## config.mk

```make
export PLATFORM = sky130hd
export DESIGN_NAME = sim_sweep_sequencer
export DESIGN_NICKNAME = d
export VERILOG_FILES = /design/src/rtl/sim_sweep_sequencer.sv
export SDC_FILE = /design/constraint.sdc
export NUM_CORES = 1
export LEC_CHECK = 0
export BUFFER_PORTS_ARGS = -buffer_cell sky130_fd_sc_hd__buf_4
export CAP_MARGIN = 5
export CORE_MARGIN = 10
export CORE_UTILIZATION = 51
export CTS_CLUSTER_SIZE = 30
export DETAILED_ROUTE_END_ITERATION = 7
export GPL_ROUTABILITY_DRIVEN = 0
export PLACE_DENSITY = 0.76
export RECOVER_POWER = 50
export SYNTH_ARGS = -nofsm -noshare
export SYNTH_HDL_FRONTEND = slang
export SYNTH_SLANG_ARGS = --single-unit
```

## constraint.sdc

```tcl
create_clock -name clk -period 3.03 [get_ports clk]
set_input_delay 0.606 -clock clk [delete_from_list [all_inputs] [get_ports clk]]
set_output_delay 0.606 -clock clk [all_outputs]
set_load 0.02 [all_outputs]
```

## src/rtl/sim_sweep_sequencer.sv

```systemverilog
// sim_sweep_sequencer: tick-gated, multi-lane raster sweep of the simulation grid.
// Each lane owns a horizontal stripe of ROWS rows; all lanes share column x and row offset
// and step together through SETTLE -> WRITE -> ADVANCE for every cell.
// Optional build macro: SWEEP_SERPENTINE_EN selects boustrophedon (serpentine) scan order.
module sim_sweep_sequencer #(
  parameter int unsigned X_BITS        = 8,
  parameter int unsigned Y_BITS        = 7,
  parameter int unsigned X_MAX         = 159,
  parameter int unsigned Y_MAX         = 119,
  parameter int unsigned LANES         = 2,
  parameter int unsigned TICK_DIV      = 50000000,
  parameter int unsigned SETTLE_CYCLES = 2
) (
  input  logic                      clk,
  input  logic                      RESET_SIM,
  input  logic                      setup_done,
  input  logic                      run_en,
  input  logic                      step_req,
  input  logic                      wr_ack,
  output logic [LANES*X_BITS-1:0]   loc_x,
  output logic [LANES*Y_BITS-1:0]   loc_y,
  output logic                      write_flag,
  output logic                      game_tick,
  output logic                      sweep_busy,
  output logic                      sweep_done,
  output logic                      sweep_overrun,
  output logic [2:0]                state_o
);

  localparam int unsigned ROWS = (Y_MAX + 1) / LANES;
  localparam int unsigned TW   = $clog2(TICK_DIV);
  localparam int unsigned SW   = $clog2(SETTLE_CYCLES + 1);

  typedef enum logic [2:0] {
    S_SETUP   = 3'd0,
    S_IDLE    = 3'd1,
    S_SETTLE  = 3'd2,
    S_WRITE   = 3'd3,
    S_ADVANCE = 3'd4,
    S_PAUSED  = 3'd5
  } state_t;

  state_t            state_q, state_d;
  logic [TW-1:0]     tick_q, tick_d;
  logic [SW-1:0]     settle_q, settle_d;
  logic [X_BITS-1:0] x_q, x_d;
  logic [Y_BITS-1:0] off_q, off_d;
  logic              single_q, single_d;
  logic              done_d;
  logic              row_end, last_cell;
  logic [X_BITS-1:0] x_step, x_row;

`ifdef SWEEP_SERPENTINE_EN
  // Serpentine order: odd row offsets scan right-to-left.
  always_comb begin
    row_end = off_q[0] ? (x_q == '0) : (x_q == X_BITS'(X_MAX));
    x_step  = off_q[0] ? (x_q - 1'b1) : (x_q + 1'b1);
    x_row   = off_q[0] ? '0 : X_BITS'(X_MAX);
  end
`else
  // Plain raster order: every row scans 0..X_MAX.
  always_comb begin
    row_end = (x_q == X_BITS'(X_MAX));
    x_step  = x_q + 1'b1;
    x_row   = '0;
  end
`endif

  assign last_cell = row_end && (off_q == Y_BITS'(ROWS - 1));

  // Next-state, sweep position and tick counter.
  always_comb begin
    state_d  = state_q;
    settle_d = settle_q;
    x_d      = x_q;
    off_d    = off_q;
    single_d = single_q;
    done_d   = 1'b0;
    tick_d   = tick_q;

    case (state_q)
      S_SETUP: begin
        if (setup_done) state_d = S_IDLE;
      end
      S_IDLE: begin
        if (!run_en) begin
          state_d = S_PAUSED;
        end else if (game_tick) begin
          state_d  = S_SETTLE;
          settle_d = '0;
          single_d = 1'b0;
        end
      end
      S_PAUSED: begin
        if (run_en) begin
          state_d = S_IDLE;
        end else if (step_req) begin
          state_d  = S_SETTLE;
          settle_d = '0;
          single_d = 1'b1;
        end
      end
      S_SETTLE: begin
        if (settle_q == SW'(SETTLE_CYCLES - 1)) state_d = S_WRITE;
        else                                    settle_d = settle_q + 1'b1;
      end
      S_WRITE: begin
        if (wr_ack) state_d = S_ADVANCE;
      end
      S_ADVANCE: begin
        if (last_cell) begin
          x_d     = '0;
          off_d   = '0;
          done_d  = 1'b1;
          state_d = (single_q || !run_en) ? S_PAUSED : S_IDLE;
        end else begin
          if (row_end) begin
            off_d = off_q + 1'b1;
            x_d   = x_row;
          end else begin
            x_d = x_step;
          end
          state_d  = S_SETTLE;
          settle_d = '0;
        end
      end
      default: state_d = S_SETUP;
    endcase

    // Loss of setup_done aborts everything back to the reset picture.
    if (state_q != S_SETUP && !setup_done) begin
      state_d  = S_SETUP;
      x_d      = '0;
      off_d    = '0;
      single_d = 1'b0;
      done_d   = 1'b0;
    end

    if (state_q == S_SETUP || state_d == S_SETUP) tick_d = '0;
    else if (tick_q == TW'(TICK_DIV - 1))         tick_d = '0;
    else                                          tick_d = tick_q + 1'b1;
  end

  // State, position and registered outputs.
  always_ff @(posedge clk or posedge RESET_SIM) begin
    if (RESET_SIM) begin
      state_q       <= S_SETUP;
      tick_q        <= '0;
      settle_q      <= '0;
      x_q           <= '0;
      off_q         <= '0;
      single_q      <= 1'b0;
      write_flag    <= 1'b0;
      game_tick     <= 1'b0;
      sweep_busy    <= 1'b0;
      sweep_done    <= 1'b0;
      sweep_overrun <= 1'b0;
      for (int k = 0; k < int'(LANES); k++)
        loc_y[k*Y_BITS +: Y_BITS] <= Y_BITS'(k * ROWS);
    end else begin
      state_q       <= state_d;
      tick_q        <= tick_d;
      settle_q      <= settle_d;
      x_q           <= x_d;
      off_q         <= off_d;
      single_q      <= single_d;
      write_flag    <= (state_d == S_WRITE);
      game_tick     <= (tick_d == TW'(TICK_DIV - 1));
      sweep_busy    <= (state_d == S_SETTLE) || (state_d == S_WRITE) || (state_d == S_ADVANCE);
      sweep_done    <= done_d;
      sweep_overrun <= sweep_overrun | (game_tick & sweep_busy);
      for (int k = 0; k < int'(LANES); k++)
        loc_y[k*Y_BITS +: Y_BITS] <= Y_BITS'(k * ROWS) + off_d;
    end
  end

  assign loc_x   = {LANES{x_q}};
  assign state_o = state_q;

endmodule

```

==> results.yml <==
timing:
  skew_ns: 0.0119
  fin_crit_ns: 2.48
  finalCritPeriodShare: 0.818
  relSlewSlack: 0.0742
  setup_viol: 0
  rsz0062_at_grt: "false"
  hold_violations: 0
  fin_setup_tns_ns: 0
  worst-slew-pin-transition_ns: 1.39
  slew_viol_final: 0
  holdWs_ns: 0.498
  max_freq_mhz: 403
detailed_routing:
  totalWireLength_um: 7030
  wl_met1_um: 3130
  highest_layer: "met4"
  route.met3.wl_um: 455
  vias: 2608
  vias_per_cell: 5.62
  drt-initial-drc-count: 131
  postRouteAntennaNets: 0
  drt-wirelength-per-cell_um: 15.2
  met2_length_um: 3310
  dr.pass1.iters: 4
  drc: 0
setup_path:
  critPathArrivalTime_ns: 2.69
  reg2reg_depth: 6
  critPathKind: "flop to flop"
  crit_path_max_fanout: 11
  cpMaxStageDelayCell: "or3b_1"
  cp-start-kind: "flop"
  critPathCaptureType: "flop"
  reg2reg_from: "state_o[2]"
  cpPeakStageDelay_ns: 0.55
  cp.required_ns: 3.24
  r2r_slack_ns: 0.55
  regToRegEndpoint: "loc_y[13]"
  path_cells: "or3b_1 -> or3_1 -> o21a_1 -> o21bai_1 -> nand3b_1 -> xor2_1"
grt:
  grt_pass1_wl_um: 11800
  grt_pass1_vias: 2526
  track_usage: 0.143
  grt_overflow: 0
  grt_max_degree: 58
  antenna_found_initial: 0
run:
  max-cap-violations: 0
layout:
  final_area_sq_um: 3610
  regArea_sq_um: 1430
  final_core_util: 0.599
  multi_input_area_sq_um: 1570
  antenna_cells: 0
  area_delta_synth_final_pct: 12.1
  nNetsFinal: 395
  fill_cells: 549
  drive_gt1_frac: 0.165
die:
  std_cell_rows: 28
  dieArea_sq_um: 9890
  io_pins: 44
  start_util: 0.534
  coreArea_sq_um: 6030
  fp.dieH_um: 99.5
  chipWidth_um: 99.5
synthesis:
  synth_area_per_cell_sq_um: 9.15
  syn_nets: 363
  synth-edff-count: 0
  synth-seq-cells: 57
  synthTopCellsByArea: "dfrtp_1, nor2_1, xnor2_1, xor2_1, dfstp_2"
  yosysTopAreaCellShare: 0.412
  ys.flop_type: "dfrtp_1"
  synth-async-reset-ratio: 1.00
  synthCells: 352
  seq_area_frac_synth: 0.444
  synth_top_cell_by_area: "dfrtp_1"
  synth.distinct_cells: 58
  synthesis.area_sq_um: 3220
  yosysWarnings: 0
clock_tree:
  htreeDepth: 3
  ctsRootBufferMaster: "clkbuf_8"
  post_cts_buffers: 0
  clk_latency_ns: 0.34
  cts_inserted_buffers: 9
  cts.sinks: 57
  cts_resized: 0
  ctsHoldBuffers: 0
  cts_tree: "built"
  clk_pin_slew_ns: 0.06
  clk_path_buf_depth: 2
place:
  placed_cell_area_sq_um: 3510
  io_buffers: 43
  dp_hpwl_um: 5030
power_and_ir_drop:
  power_density_nw_per_um2: 579
  ir_worst_vdd_mv: 0.501
  leakage_nw: 1.52
hold_path:
  whs_path_depth: 1
  hp-class: "flop to flop"
  hold_end: "sweep_overrun"
  hold_start: "sweep_overrun"
outcome:
  status: "completed"
-- worst max-delay path by stage --
stage,depth (start not counted),start,endpoint,slack [ns]
global route,8,state_o[2],loc_y[13],0.39
CTS,6,state_o[2],loc_y[13],0.56
global placement,6,state_o[2],loc_y[13],0.64
finish,6,state_o[2],loc_y[13],0.55
floorplan,8,state_o[1],loc_y[13],0.72
detailed placement,6,state_o[2],loc_y[13],0.57
-- layer usage --
layer | GRT usage | up-vias
met5 | 0 | -
met3 | 0.0415 | 12
met4 | 0.0794 | 0
met2 | 0.221 | 77
li1 | - | 1284
met1 | 0.176 | 1235
-- cell type report --
| cell class | instances | share of cell area |
|---|---|---|
| multi-input combinational | 253 | 0.436 |
| sequential | 57 | 0.397 |
| timing repair buffer | 47 | 0.0804 |
| clock buffer | 15 | 0.0433 |
| tap | 75 | 0.0260 |
| inverter | 16 | 0.0166 |
| clock inverter | 1 | 0.00139 |
-- cells by family (layout without fill, tap and decap cells) --
family | Yosys count | after routing | synth area share
AO/OA/AOI/OAI | 43 | 43 | 0.0878
XOR/XNOR | 34 | 34 | 0.0925
adder cells (fa/ha/maj) | 5 | 5 | 0.0194
buffers and inverters | 42 | 79 | 0.0672
flip-flops | 57 | 57 | 0.444
multiplexers | 1 | 1 | 0.00311
AND/OR/NAND/NOR | 170 | 170 | 0.286
-- cell usage after synthesis, types with 3 or more instances --
cell type	instances
inv_1	16
nand3b_1	7
clkbuf_1	8
o21ai_0	6
xor2_1	17
nor2_1	50
xnor2_1	17
o21a_1	3
nor3_1	15
nand3_1	17
or3_1	3
and3_1	4
dfrtp_1	53
buf_2	4
a21o_1	3
nor4b_1	3
nand4_1	9
ha_1	5
buf_4	12
nor4_1	8
dfstp_2	4
a21oi_1	14
nand2_1	28
-- per-stage QoR --
step | setup WS [ns] | instances | power [mW]
floorplan | 0.716 | 352 | 1.35
global placement | 0.641 | 448 | 1.49
CTS | 0.555 | 464 | 2.12
finish | 0.551 | 464 | 2.09
global route | 0.388 | 464 | 2.21
detailed placement | 0.571 | 448 | 1.51
-- flip-flops by register name (all words and copies together), names as in the netlist --
signal	count
tick_q	26
x_q	8
loc_y	6
off_q	6
state_o	3
settle_q	2
game_tick	1
single_q	1
sweep_busy	1
sweep_done	1
sweep_overrun	1
write_flag	1
-- cell usage in the layout, fill, tap and decap left out, drive strengths merged, types with 2 or more instances in the layout --
master	synthesis	layout
and4b	2	2
or3b	2	2
nor3	17	17
dfstp	4	4
a21oi	15	15
nor4	9	9
dfrtp	53	53
nand3	20	20
nor2	51	51
and4	3	3
and3	6	6
nand2b	2	2
buf	17	29
xor2	17	17
a21o	5	5
o211ai	2	2
a31oi	2	2
inv	16	16
o21ai	6	6
nand2	28	28
o21a	3	3
xnor2	17	17
nor4b	3	3
or4	2	2
nand3b	7	7
nand4	10	10
o31ai	2	2
ha	5	5
or3	3	3
o22ai	2	2
clkbuf	9	33
-- power breakdown --
part	total (mW)	internal, mW	switching (mW)
sequential	0.900	0.823	0.0778
combinational	0.585	0.205	0.380
clock	0.605	0.319	0.285
total	2.09	1.35	0.743
-- worst max-delay path, delay by kind of cell (launching register included) --
kind / cells / cell delay (ns)
flip-flops: 1 / 0.52
XOR/XNOR: 1 / 0.15
AO/OA/AOI/OAI: 2 / 0.48
AND/OR/NAND/NOR: 3 / 1.21
No activity file was read; power rests on OpenSTA's default activity.
